[src/rtl/axis_blk_pkg.sv]
// Shared types and constants for the blocking-monitored AXI-Stream port.
package axis_blk_pkg;

    localparam int unsigned STALL_CNT_W = 8;

    typedef enum logic [1:0] {
        IDLE,
        RUN,
        STALL,
        BLOCKED
    } blk_state_e;

endpackage

[src/rtl/axis_blk_stream_port_if.sv]
// Inbound/outbound stream handshakes plus the block-monitor status bundle.
interface axis_blk_stream_port_if #(
    parameter int unsigned DATA_W = 32
);
    logic [DATA_W-1:0] d_i_TDATA;
    logic              d_i_TVALID;
    logic              d_i_TREADY;
    logic [DATA_W-1:0] d_o_TDATA;
    logic              d_o_TVALID;
    logic              d_o_TREADY;
    logic              d_i_TDATA_blk_n;
    logic              d_o_TDATA_blk_n;
    logic              block_clr;
    logic              block;
    logic [15:0]       beat_cnt;

    // slave is the port block's view; master is the surrounding kernel/bench.
    modport slave (
        input  d_i_TDATA, d_i_TVALID, d_o_TREADY, block_clr,
        output d_i_TREADY, d_o_TDATA, d_o_TVALID,
        output d_i_TDATA_blk_n, d_o_TDATA_blk_n, block, beat_cnt
    );

    modport master (
        output d_i_TDATA, d_i_TVALID, d_o_TREADY, block_clr,
        input  d_i_TREADY, d_o_TDATA, d_o_TVALID,
        input  d_i_TDATA_blk_n, d_o_TDATA_blk_n, block, beat_cnt
    );
endinterface

[src/rtl/axis_blk_fifo.sv]
// Power-of-two FIFO with occupancy tracking; callers only push when not full
// and only pop when not empty.
module axis_blk_fifo #(
    parameter int unsigned DATA_W = 32,
    parameter int unsigned DEPTH  = 4
) (
    input  logic              ap_clk,
    input  logic              ap_rst,
    input  logic              push,
    input  logic              pop,
    input  logic [DATA_W-1:0] wr_data,
    output logic [DATA_W-1:0] rd_data,
    output logic              full,
    output logic              empty
);
    localparam int unsigned PTR_W = $clog2(DEPTH);
    localparam int unsigned LVL_W = PTR_W + 1;

    logic [DATA_W-1:0] mem [DEPTH];
    logic [PTR_W-1:0]  wr_ptr;
    logic [PTR_W-1:0]  rd_ptr;
    logic [LVL_W-1:0]  level;

    // NOTE: storage has no reset; an empty level makes stale words unreachable.
    always_ff @(posedge ap_clk) begin
        if (push) mem[wr_ptr] <= wr_data;
    end

    // NOTE: sequential state uses <= so every flop samples pre-edge values.
    always_ff @(posedge ap_clk or posedge ap_rst) begin
        if (ap_rst) begin
            wr_ptr <= '0;
            rd_ptr <= '0;
            level  <= '0;
        end else begin
            if (push) wr_ptr <= wr_ptr + 1'b1;
            if (pop)  rd_ptr <= rd_ptr + 1'b1;
            if (push && !pop)      level <= level + 1'b1;
            else if (pop && !push) level <= level - 1'b1;
        end
    end

    assign rd_data = mem[rd_ptr];
    assign full    = (level == LVL_W'(DEPTH));
    assign empty   = (level == '0);

endmodule

[src/rtl/axis_blk_stream_port.sv]
// Buffered AXI-Stream pass-through that watches both ports for starvation or
// back-pressure and raises a sticky block flag after a sustained stall.
module axis_blk_stream_port
    import axis_blk_pkg::*;
#(
    parameter int unsigned DATA_W       = 32,
    parameter int unsigned DEPTH        = 4,
    parameter int unsigned BLOCK_THRESH = 16
) (
    input  logic                  ap_clk,
    input  logic                  ap_rst,
    axis_blk_stream_port_if.slave port
);
    localparam logic [STALL_CNT_W-1:0] THRESH = STALL_CNT_W'(BLOCK_THRESH);

    blk_state_e             state, state_nxt;
    logic [STALL_CNT_W-1:0] stall_cnt, stall_cnt_nxt;
    logic [15:0]            beat_cnt;
    logic                   ready_en;
    logic                   full, empty;
    logic                   in_ready, out_valid, push, pop;
    logic                   in_blk_n, out_blk_n, stalled, thresh_hit;

    axis_blk_fifo #(
        .DATA_W (DATA_W),
        .DEPTH  (DEPTH)
    ) u_fifo (
        .ap_clk  (ap_clk),
        .ap_rst  (ap_rst),
        .push    (push),
        .pop     (pop),
        .wr_data (port.d_i_TDATA),
        .rd_data (port.d_o_TDATA),
        .full    (full),
        .empty   (empty)
    );

    // Holds inbound ready low through reset and for the edge that releases it.
    always_ff @(posedge ap_clk or posedge ap_rst) begin
        if (ap_rst) ready_en <= 1'b0;
        else        ready_en <= 1'b1;
    end

    assign in_ready  = ready_en & ~full;
    assign out_valid = ~empty;
    assign push      = port.d_i_TVALID & in_ready;
    assign pop       = out_valid & port.d_o_TREADY;

    assign in_blk_n  = ~(in_ready & ~port.d_i_TVALID);
    assign out_blk_n = ~(out_valid & ~port.d_o_TREADY);
    assign stalled   = ~in_blk_n | ~out_blk_n;

    // NOTE: every always_comb output gets a default first so no latch is inferred.
    always_comb begin
        stall_cnt_nxt = stall_cnt;
        if (port.block_clr || !stalled) stall_cnt_nxt = '0;
        else if (stall_cnt != THRESH)   stall_cnt_nxt = stall_cnt + 1'b1;
    end

    // A clear pulse overrides a threshold reached on the same edge.
    assign thresh_hit = stalled && !port.block_clr && (stall_cnt_nxt == THRESH);

    always_comb begin
        state_nxt = state;
        unique case (state)
            IDLE, RUN, STALL: begin
                if (thresh_hit)           state_nxt = BLOCKED;
                else if (stalled)         state_nxt = STALL;
                else if (push)            state_nxt = RUN;
                else if (empty)           state_nxt = IDLE;
                else                      state_nxt = RUN;
            end
            BLOCKED: if (port.block_clr)  state_nxt = IDLE;
        endcase
    end

    always_ff @(posedge ap_clk or posedge ap_rst) begin
        if (ap_rst) begin
            state     <= IDLE;
            stall_cnt <= '0;
            beat_cnt  <= '0;
        end else begin
            state     <= state_nxt;
            stall_cnt <= stall_cnt_nxt;
            if (pop) beat_cnt <= beat_cnt + 1'b1;
        end
    end

    assign port.d_i_TREADY      = in_ready;
    assign port.d_o_TVALID      = out_valid;
    assign port.d_i_TDATA_blk_n = in_blk_n;
    assign port.d_o_TDATA_blk_n = out_blk_n;
    assign port.block           = (state == BLOCKED);
    assign port.beat_cnt        = beat_cnt;

endmodule

[src/flat_wrapper.sv]
// flat-port wrapper written by rule: the top's interface ports become plain ports
module axis_blk_stream_port_flat import axis_blk_pkg::*;
#(
    parameter int unsigned DATA_W       = 32,
    parameter int unsigned DEPTH        = 4,
    parameter int unsigned BLOCK_THRESH = 16
)
  (ap_clk, ap_rst, port_d_i_TDATA, port_d_i_TVALID, port_d_o_TREADY, port_block_clr, port_d_i_TREADY, port_d_o_TDATA, port_d_o_TVALID, port_d_i_TDATA_blk_n, port_d_o_TDATA_blk_n, port_block, port_beat_cnt);
  axis_blk_stream_port_if #(.DATA_W(DATA_W)) port_i ();
  input  logic ap_clk;
  input  logic ap_rst;
  input wire logic [$bits(port_i.d_i_TDATA)-1:0] port_d_i_TDATA;
  input wire logic [$bits(port_i.d_i_TVALID)-1:0] port_d_i_TVALID;
  input wire logic [$bits(port_i.d_o_TREADY)-1:0] port_d_o_TREADY;
  input wire logic [$bits(port_i.block_clr)-1:0] port_block_clr;
  output wire logic [$bits(port_i.d_i_TREADY)-1:0] port_d_i_TREADY;
  output wire logic [$bits(port_i.d_o_TDATA)-1:0] port_d_o_TDATA;
  output wire logic [$bits(port_i.d_o_TVALID)-1:0] port_d_o_TVALID;
  output wire logic [$bits(port_i.d_i_TDATA_blk_n)-1:0] port_d_i_TDATA_blk_n;
  output wire logic [$bits(port_i.d_o_TDATA_blk_n)-1:0] port_d_o_TDATA_blk_n;
  output wire logic [$bits(port_i.block)-1:0] port_block;
  output wire logic [$bits(port_i.beat_cnt)-1:0] port_beat_cnt;
  assign port_i.d_i_TDATA = port_d_i_TDATA;
  assign port_i.d_i_TVALID = port_d_i_TVALID;
  assign port_i.d_o_TREADY = port_d_o_TREADY;
  assign port_i.block_clr = port_block_clr;
  assign port_d_i_TREADY = port_i.d_i_TREADY;
  assign port_d_o_TDATA = port_i.d_o_TDATA;
  assign port_d_o_TVALID = port_i.d_o_TVALID;
  assign port_d_i_TDATA_blk_n = port_i.d_i_TDATA_blk_n;
  assign port_d_o_TDATA_blk_n = port_i.d_o_TDATA_blk_n;
  assign port_block = port_i.block;
  assign port_beat_cnt = port_i.beat_cnt;
  axis_blk_stream_port #(.DATA_W(DATA_W), .DEPTH(DEPTH), .BLOCK_THRESH(BLOCK_THRESH)) u_core (.ap_clk(ap_clk), .ap_rst(ap_rst), .port(port_i));
endmodule
[config.mk]
export PLATFORM = sky130hd
export DESIGN_NAME = axis_blk_stream_port_flat
export DESIGN_NICKNAME = d
export VERILOG_FILES = /design/src/rtl/axis_blk_pkg.sv /design/src/rtl/axis_blk_stream_port_if.sv /design/src/rtl/axis_blk_fifo.sv /design/src/rtl/axis_blk_stream_port.sv /design/src/flat_wrapper.sv
export SDC_FILE = /design/constraint.sdc
export NUM_CORES = 1
export LEC_CHECK = 0
export ABC_AREA = 1
export CAP_MARGIN = 20
export CORE_ASPECT_RATIO = 0.7
export CORE_UTILIZATION = 41
export CTS_CLUSTER_DIAMETER = 60
export DETAILED_ROUTE_END_ITERATION = 10
export GPL_ROUTABILITY_DRIVEN = 0
export SLEW_MARGIN = 20
export SYNTH_ARGS = -nofsm -noshare
export SYNTH_HDL_FRONTEND = slang
export SYNTH_SLANG_ARGS = --single-unit
export TNS_END_PERCENT = 30
[constraint.sdc]
create_clock -name ap_clk -period 5.85 [get_ports ap_clk]
set_clock_uncertainty 0.05 [all_clocks]
set_input_delay 1.17 -clock ap_clk [delete_from_list [all_inputs] [get_ports ap_clk]]
set_output_delay 1.17 -clock ap_clk [all_outputs]
set_load 0.05 [all_outputs]
Word-level counts from Yosys, hierarchy flattened --
Memory sizes are Yosys's and may differ from the RTL's. Index checks and enable logic that the tools add are counted.
Storage, ports and cells: input port bits 37, register bits 34, memories kept 1, bits in writable memories 128
Operators by class: mux-type cells 12, eq/ne operators 7, bitwise logic cells 12, reduce and logical (&&, ||, !) cells 13, add/subtract/negate cells 6
Memories:
- u_core.u_fifo.mem | words 4, width 32, read ports 1, clocked after memory_dff 0, wr ports 1, line axis_blk_fifo.sv:19 | logic [DATA_W-1:0] mem [DEPTH];
Operators by type and width (number):
- adder 16 x 1 -> 16 bit (second input constant) | 1
- two-way mux 8 bit | 2
- adder 8 x 1 -> 8 bit (second input constant) | 1
- == test 8 x 5 -> 1 bit (second input constant) | 1
- two-way mux 2 bit | 4
- inequality test 8 x 5 -> 1 bit (second input constant) | 1
- two-way mux 3 bit | 2
- NOT 1 bit | 6
- bitwise AND 1 bit | 5
- adder 2 x 1 -> 2 bit (second input constant) | 2
- == test 2 bit (second input constant) | 2
- logical AND 1 bit | 4
- logical NOT 1 bit | 4
- one-hot mux 2 bit (2 select lines) | 1
- adder 3 x 1 -> 3 bit (second input constant) | 1
- == test 3 bit (second input constant) | 1
- logical NOT 3 bit | 1
- two-way mux 1 bit | 3
- OR reduction 3 bit | 1
- subtractor 3 x 1 -> 3 bit (second input constant) | 1
- == test 2 x 1 -> 1 bit (second input constant) | 1
- logical NOT 2 bit | 1
- inequality test 2 bit (second input constant) | 1
- nonzero test 2 bit | 1
- other kinds (2) | 2

Depth between registers and ports, before layout --
Gate-level depths: netlist (run 1).
depth in word-level cells 12, gate-level depth with buffers 13, depth with buffers taken out 13

By module --
Synthesis (run 1) repeated with hierarchy kept, for this count alone.
Second synthesis, totals: cells, all modules 590, area total of the unflattened synthesis 6891.6 sq um
Modules (own cells, without submodules):
- axis_blk_fifo | area each 5452.7 sq um, instances 1, cells each 422
- axis_blk_stream_port | area each 1438.9 sq um, instances 1, cells each 168

Least setup slack after synthesis (run 1) --
No wires, ideal clock.
path type input port to flip-flop, start input port port_d_i_TVALID, end memory u_core.u_fifo.mem[0][0], enable pin, data arrival time 2.925 ns, stages on the path 4, setup slack 2.454 ns, library setup time 0.421 ns, cells stage by stage inv_1 -> nor2_1 -> inv_1 -> nor2_1
On the way: longest elaborated chain between the ends 3
RTL lines:
- start: declaration | line flat_wrapper.sv:13 | input wire logic [$bits(port_i.d_i_TVALID)-1:0] port_d_i_TVALID;
- bitwise AND 1 bit | line axis_blk_stream_port.sv:46 | assign push = port.d_i_TVALID & in_ready;
- via u_core.push | line axis_blk_stream_port.sv:21 | logic in_ready, out_valid, push, pop;
- two-way mux 1 bit | line axis_blk_fifo.sv:26 | if (push) mem[wr_ptr] <= wr_data;
- two-way mux 1 bit (implied by the code) | line axis_blk_fifo.sv:26
- end: declaration | line axis_blk_fifo.sv:19
The timed path passes the listed nets, and every way through them passes these cells.

Worst setup path after layout (run 1) --
start register u_core.u_fifo.rd_ptr[1], end output port port_d_o_TDATA[3]
On the way: longest elaborated chain between the ends 1
RTL lines:
- start: declaration | line axis_blk_fifo.sv:21 | logic [PTR_W-1:0] rd_ptr;
- start signal: assignment | line axis_blk_fifo.sv:37 | if (pop) rd_ptr <= rd_ptr + 1'b1;
- memory read (4 x 32 bit)
- end: declaration | line flat_wrapper.sv:17 | output wire logic [$bits(port_i.d_o_TDATA)-1:0] port_d_o_TDATA;
No other way between the ends.

==> metrics.txt, run 1 <==
status=completed; Root Buffer=clkbuf_16; switching portion of total power=0.411; Sink Count=162; setup bufs post-CTS=0; via density per instance=4.97; total die area=16500 µm²; post-route clock period utilization=0.684; sequential share of power=0.329; Starting Density=0.421; clk buf depth=2; Yosys cell types=28; total number of vias=4127; Mapped Avg Cell Area=12.5 µm²; clock latency on the worst-skew pair=0.43 ns; Area Growth Syn to Fin=27.4%; Int Pwr=2.65 mW; initial drt markers=316; Synth area leaders=edfxtp_1 (59%), dfrtp_1 (13%), nor2_1 (5.2%); crit path kind=reg2out; ANT cells=0; Reg clk slew, reported paths=0.06 ns; Synth Net Count=569; Synthesis Warnings=0; dominant cell type by area after synthesis=edfxtp_1; post-route ant nets=0; initial antenna violation count=0; Critical Path Source Type=flop; clock buffer count from CTS=17; Seq cells post-synth=162; RSZ-0062 raised after global routing=false; Cell Pwr Density=538 nW/µm²; Final Setup Violations=0; nets@finish=663; CTS tree=built; Tmin final=4.00 ns; fmax=250 MHz; CP required=4.63 ns; Hold Crit Class=reg2reg; # DRC=0; CTS resizes=0; die width=153 µm; WP data arrival=2.78 ns; Core Box Area=15500 µm²; Gate power share=0.425; sequential fraction of the synthesis area=0.717; clock power share=0.246; fraction of registers with async set/reset=0.210; Pleak=3.07 nW; final core utilization=0.537; Fillers=1278; DP HPWL=8.00 mm; synthesized area=6550 µm²; NetSw=1.84 mW; Synth top area share=0.587; largest net degree at the start of global routing=66; DIE HEIGHT=108 µm; # hold bufs at CTS=0; Worst Setup End Kind=output pin; Post-synth top cells=edfxtp_1 (128), nor2_1 (91), o21ai_0 (68), nand2_1 (49), inv_1 (36); H-tree depth=4; crit path max fanout=32; Slew headroom=0.286; VDD IR-drop max=0.325 mV; io pins=90; port bufs=89; share of cells above drive strength 1=0.0873; setup_tns=0 ns; GRT Residual Overflow=0; number of global-route vias before repair=4088; DR pass1 iterations=4; dominant synthesized flop cell=edfxtp_1; Max-Cap Viols=0; first-pass GRT wire length=21.2 mm; DR WL/cell=16.3 µm; Rows=38; Post-synth EDFFs=128; Syn Inst Count=523; most common cell in the netlist=edfxtp_1; Worst Reg-to-Reg Cells=6; Pins Over Slew Limit=0; overall routed net length=13.5 mm; Slew @ Worst Pin=1.07 ns; WHS Path Cells=1; Fin. Hold Viols=0; GRT Total Usage=0.175
state kept, by name (all words and copies together), names as in the netlist:
register              count
u_core.port.beat_cnt     16
u_core.ready_en           1
u_core.stall_cnt          8
u_core.state              2
u_core.u_fifo.level       3
u_core.u_fifo.mem       128
u_core.u_fifo.rd_ptr      2
u_core.u_fifo.wr_ptr      2
routing by layer:
layer  track usage  up-vias  wire length (µm)
li1              -     2012                 -
met1         0.217     2010              6130
met2         0.287       96              6580
met3        0.0487        9               649
met4        0.0758        0               138
met5             0        -                 0
path summary, 6_finish.rpt:
kind | from | slack (ns) | to
hold / removal | u_core.port.beat_cnt[15]$_DFFE_PP0P_ | 0.42 | u_core.port.beat_cnt[15]$_DFFE_PP0P_
min in group asynchronous | ap_rst | 1.09 | u_core.u_fifo.level[0]$_DFFE_PP0P_
setup / recovery | u_core.u_fifo.rd_ptr[1]$_DFFE_PP0P_ | 1.85 | port_d_o_TDATA[3]
max in group asynchronous | ap_rst | 4.31 | u_core.u_fifo.rd_ptr[0]$_DFFE_PP0P_
hold reg to reg | u_core.port.beat_cnt[15]$_DFFE_PP0P_ | 0.42 | u_core.port.beat_cnt[15]$_DFFE_PP0P_
setup reg to reg | u_core.u_fifo.level[0]$_DFFE_PP0P_ | 3.25 | u_core.u_fifo.mem[1][19]$_DFFE_PP_
area by class of cell:
| class | instances | area, µm² | share of cell area |
|---|---|---|---|
| tap | 200 | 250 | 0.0300 |
| multi-input combinational | 303 | 1660 | 0.199 |
| sequential | 162 | 4700 | 0.563 |
| inverter | 38 | 144 | 0.0172 |
| clock inverter | 14 | 165 | 0.0198 |
| timing repair buffer | 95 | 996 | 0.119 |
| clock buffer | 18 | 429 | 0.0514 |
power groups by stage:
stage / Clock (mW) / Sequential [mW] / Combinational (mW)
2_1_floorplan: 0 / 1.56 / 1.21
3_5_place_dp: 0 / 1.50 / 1.90
4_1_cts: 1.13 / 1.48 / 1.91
5_1_grt: 1.17 / 1.49 / 2.03
6_report: 1.10 / 1.48 / 1.91
3_3_place_gp: 0 / 1.50 / 1.88
cell families (layout without fill, tap and decap cells):
kind of cell | after synthesis | count (layout) | synth area share
other | 1 | 1 | 0.000573
AND/OR/NAND/NOR | 168 | 168 | 0.117
flip-flops | 162 | 162 | 0.717
buffers and inverters | 58 | 165 | 0.0340
AO/OA/AOI/OAI | 104 | 104 | 0.0856
XOR/XNOR | 21 | 21 | 0.0281
adder cells (fa/ha/maj) | 9 | 9 | 0.0183
cell usage in the layout, fill, tap and decap left out, drive strengths merged:
master         synthesis  layout
edfxtp               128     128
nor2                  95      95
clkdlybuf4s50          0      89
o21ai                 68      68
nand2                 54      54
inv                   38      36
dfrtp                 34      34
o22ai                 32      32
clkbuf                16      18
xor2                  12      12
nand3                 12      12
clkinv                 0      11
xnor2                  9       9
ha                     8       8
buf                    4       6
a21oi                  4       4
nand4                  4       4
bufinv                 0       3
nor3                   2       2
clkinvlp               0       2
nor4                   1       1
fa                     1       1
conb                   1       1
worst max-delay path: stages, from the launching register on:
cell and delay (ns):
dfrtp_1 0.34, clkinv_1 0.78, o21ai_0 0.37, o22ai_1 0.15, clkdlybuf4s50_1 0.72
metrics by stage:
step / hold slack, ns / cell area [µm²] / std cells / power [mW] / worst slack (ns)
after detailed placement: 0.416 / 7660 / 795 / 3.41 / 1.88
after global placement: 0.410 / 7660 / 795 / 3.38 / 1.91
after global routing: 0.434 / 8340 / 830 / 4.70 / 1.59
final: 0.423 / 8340 / 830 / 4.49 / 1.85
after CTS: 0.429 / 8260 / 827 / 4.52 / 1.65
after floorplan: 0.437 / 6550 / 523 / 2.78 / 2.45
No activity file was read; power rests on OpenSTA's default activity.
==> run 2: changes to the inputs <==
Clock period 5.85 ns to 3.3 ns, I/O delays scaled along.
==> run 2 against run 1 <==
Effect of this change:
- total power is 98% higher
- die area unchanged
- wire length up 1.3%
- register-to-register slack lost 2.1 ns
- clock power is 92% higher
- largest cell class unchanged
- sequential share of layout area shrank 2.4 points
- critical path depth unchanged
- core utilization increased by 2.3 points
- sequential power grew 80%
- clock-buffer cell count down 1
- worst hold slack improved by 0.021 ns
- final cell count grew 0.60%
==> metrics.txt, run 2 (synthesis results as in run 1) <==
status=completed; Int Pwr=5.45 mW; Hold Crit Class=reg2reg; DP HPWL=8.59 mm; Sink Count=162; clock latency on the worst-skew pair=0.42 ns; Pleak=3.28 nW; most frequent cells in the layout=edfxtp_1 (128), nor2_1 (87), o21ai_0 (68); Reg clk slew, reported paths=0.06 ns; Overall Power=8.90 mW; Setup crit end=port_d_o_TDATA[17]; RR Endpoint=u_core.u_fifo.mem[3][11]$_DFFE_PP_; Starting Density=0.421; Worst R2R Start=u_core.u_fifo.level[0]$_DFFE_PP0P_; clk buf depth=2; port bufs=89; CP startpoint=u_core.u_fifo.rd_ptr[1]$_DFFE_PP0P_; RSZ-0062 raised after global routing=false; DP Worst Slack=0.496 ns; overall routed net length=13.7 mm; met3 usage=0.0483; Reg area=4700 µm²; CP required=2.59 ns; PnR worst setup slack=0.224 ns; clock power share=0.237; GR Layer Usage met1=0.245; post-route ant nets=0; # hold bufs at CTS=0; GRT Residual Overflow=0; die width=153 µm; post-route clock period utilization=0.932; initial drt markers=359; Tmin final=3.08 ns; layer with the highest usage=met2; R2R Setup Slk=1.12 ns; largest net degree at the start of global routing=66; Hold Slack=0.444 ns; initial antenna violation count=0; DR pass1 iterations=5; largest register by flop count=u_core.u_fifo.mem; commonest non-fill, non-tap cell in the layout=edfxtp_1; clock buffer count from CTS=17; area taken by multi-input logic gates=1660 µm²; setup_tns=0 ns; DR WL/cell=16.4 µm; Rows=38; fmax=325 MHz; NetSw=3.45 mW; Root Buffer=clkbuf_16; first-pass GRT wire length=21.3 mm; crit path max fanout=22; Fillers=1267; Final Setup Violations=0; Cell Pwr Density=1020 nW/µm²; Worst Setup End Kind=output pin; Slew @ Worst Pin=0.821 ns; total number of vias=4218; Slew headroom=0.453; io pins=90; VDD IR-drop max=0.647 mV; switching portion of total power=0.388; Worst Reg-to-Reg Cells=7; setup bufs post-CTS=0; CTS tree=built; via density per instance=5.05; Core Box Area=15500 µm²; DIE HEIGHT=108 µm; Fin. Hold Viols=0; CTS resizes=0; Critical Path Source Type=flop; Gate power share=0.464; number of flip-flops in the largest register=128; Finished Cell Area=8710 µm²; met2 usage=0.257; # DRC=0; crit path kind=reg2out; H-tree depth=4; share of cells above drive strength 1=0.150; number of global-route vias before repair=4025; Area Growth Syn to Fin=32.9%; nets@finish=668; Cell Area, Placed=8070 µm²; sequential share of power=0.299; Max-Cap Viols=0; total die area=16500 µm²; Largest regs=u_core.u_fifo.mem: 128 flops, u_core.port.beat_cnt: 16 flops, u_core.stall_cnt: 8 flops; ANT cells=0; WP data arrival=2.37 ns; Pins Over Slew Limit=0; GRT Total Usage=0.175
==> run 2: per-stage QoR <==
stage | instances | utilization
6_report | 835 | 0.560
5_1_grt | 835 | 0.560
4_1_cts | 835 | 0.560
3_5_place_dp | 803 | 0.519
3_3_place_gp | 803 | 0.519
2_1_floorplan | 523 | -
==> run 2: cell type report <==
cell class,count,area share
tap,200,0.0287
inverter,38,0.0164
clock buffer,17,0.0489
timing repair buffer,100,0.151
sequential,162,0.539
multi-input combinational,303,0.191
clock inverter,15,0.0246
==> run 2: worst min-delay path by stage <==
stage	from	slack, ns	depth (start not counted)	end
final	u_core.port.beat_cnt[15]$_DFFE_PP0P_	0.44	1	u_core.port.beat_cnt[15]$_DFFE_PP0P_
after global routing	u_core.port.beat_cnt[15]$_DFFE_PP0P_	0.48	1	u_core.port.beat_cnt[15]$_DFFE_PP0P_
after CTS	u_core.port.beat_cnt[15]$_DFFE_PP0P_	0.45	1	u_core.port.beat_cnt[15]$_DFFE_PP0P_
after detailed placement	u_core.port.beat_cnt[15]$_DFFE_PP0P_	0.44	1	u_core.port.beat_cnt[15]$_DFFE_PP0P_
after global placement	u_core.port.beat_cnt[15]$_DFFE_PP0P_	0.41	1	u_core.port.beat_cnt[15]$_DFFE_PP0P_
after floorplan	u_core.state[1]$_DFFE_PP0P_	0.44	3	u_core.state[0]$_DFFE_PP0P_
==> run 2: power by group through the flow <==
stage / Clock, mW / Sequential (mW) / Combinational [mW]
floorplan: 0 / 2.77 / 2.15
detailed placement: 0 / 2.70 / 4.15
global route: 2.22 / 2.69 / 4.36
CTS: 2.14 / 2.66 / 4.18
finish: 2.11 / 2.66 / 4.13
global placement: 0 / 2.69 / 4.12
==> run 2: layer usage <==
layer | wire [µm] | share of wire
met1 | 6590 | 0.48
met3 | 690 | 0.050
met2 | 6210 | 0.45
met4 | 174 | 0.013
met5 | 0 | 0
==> run 2: critical path: stages, from the launching register on <==
cell	delay (ns)
dfrtp_1	0.87
buf_4	0.33
o21ai_0	0.11
o22ai_1	0.42
buf_12	0.20
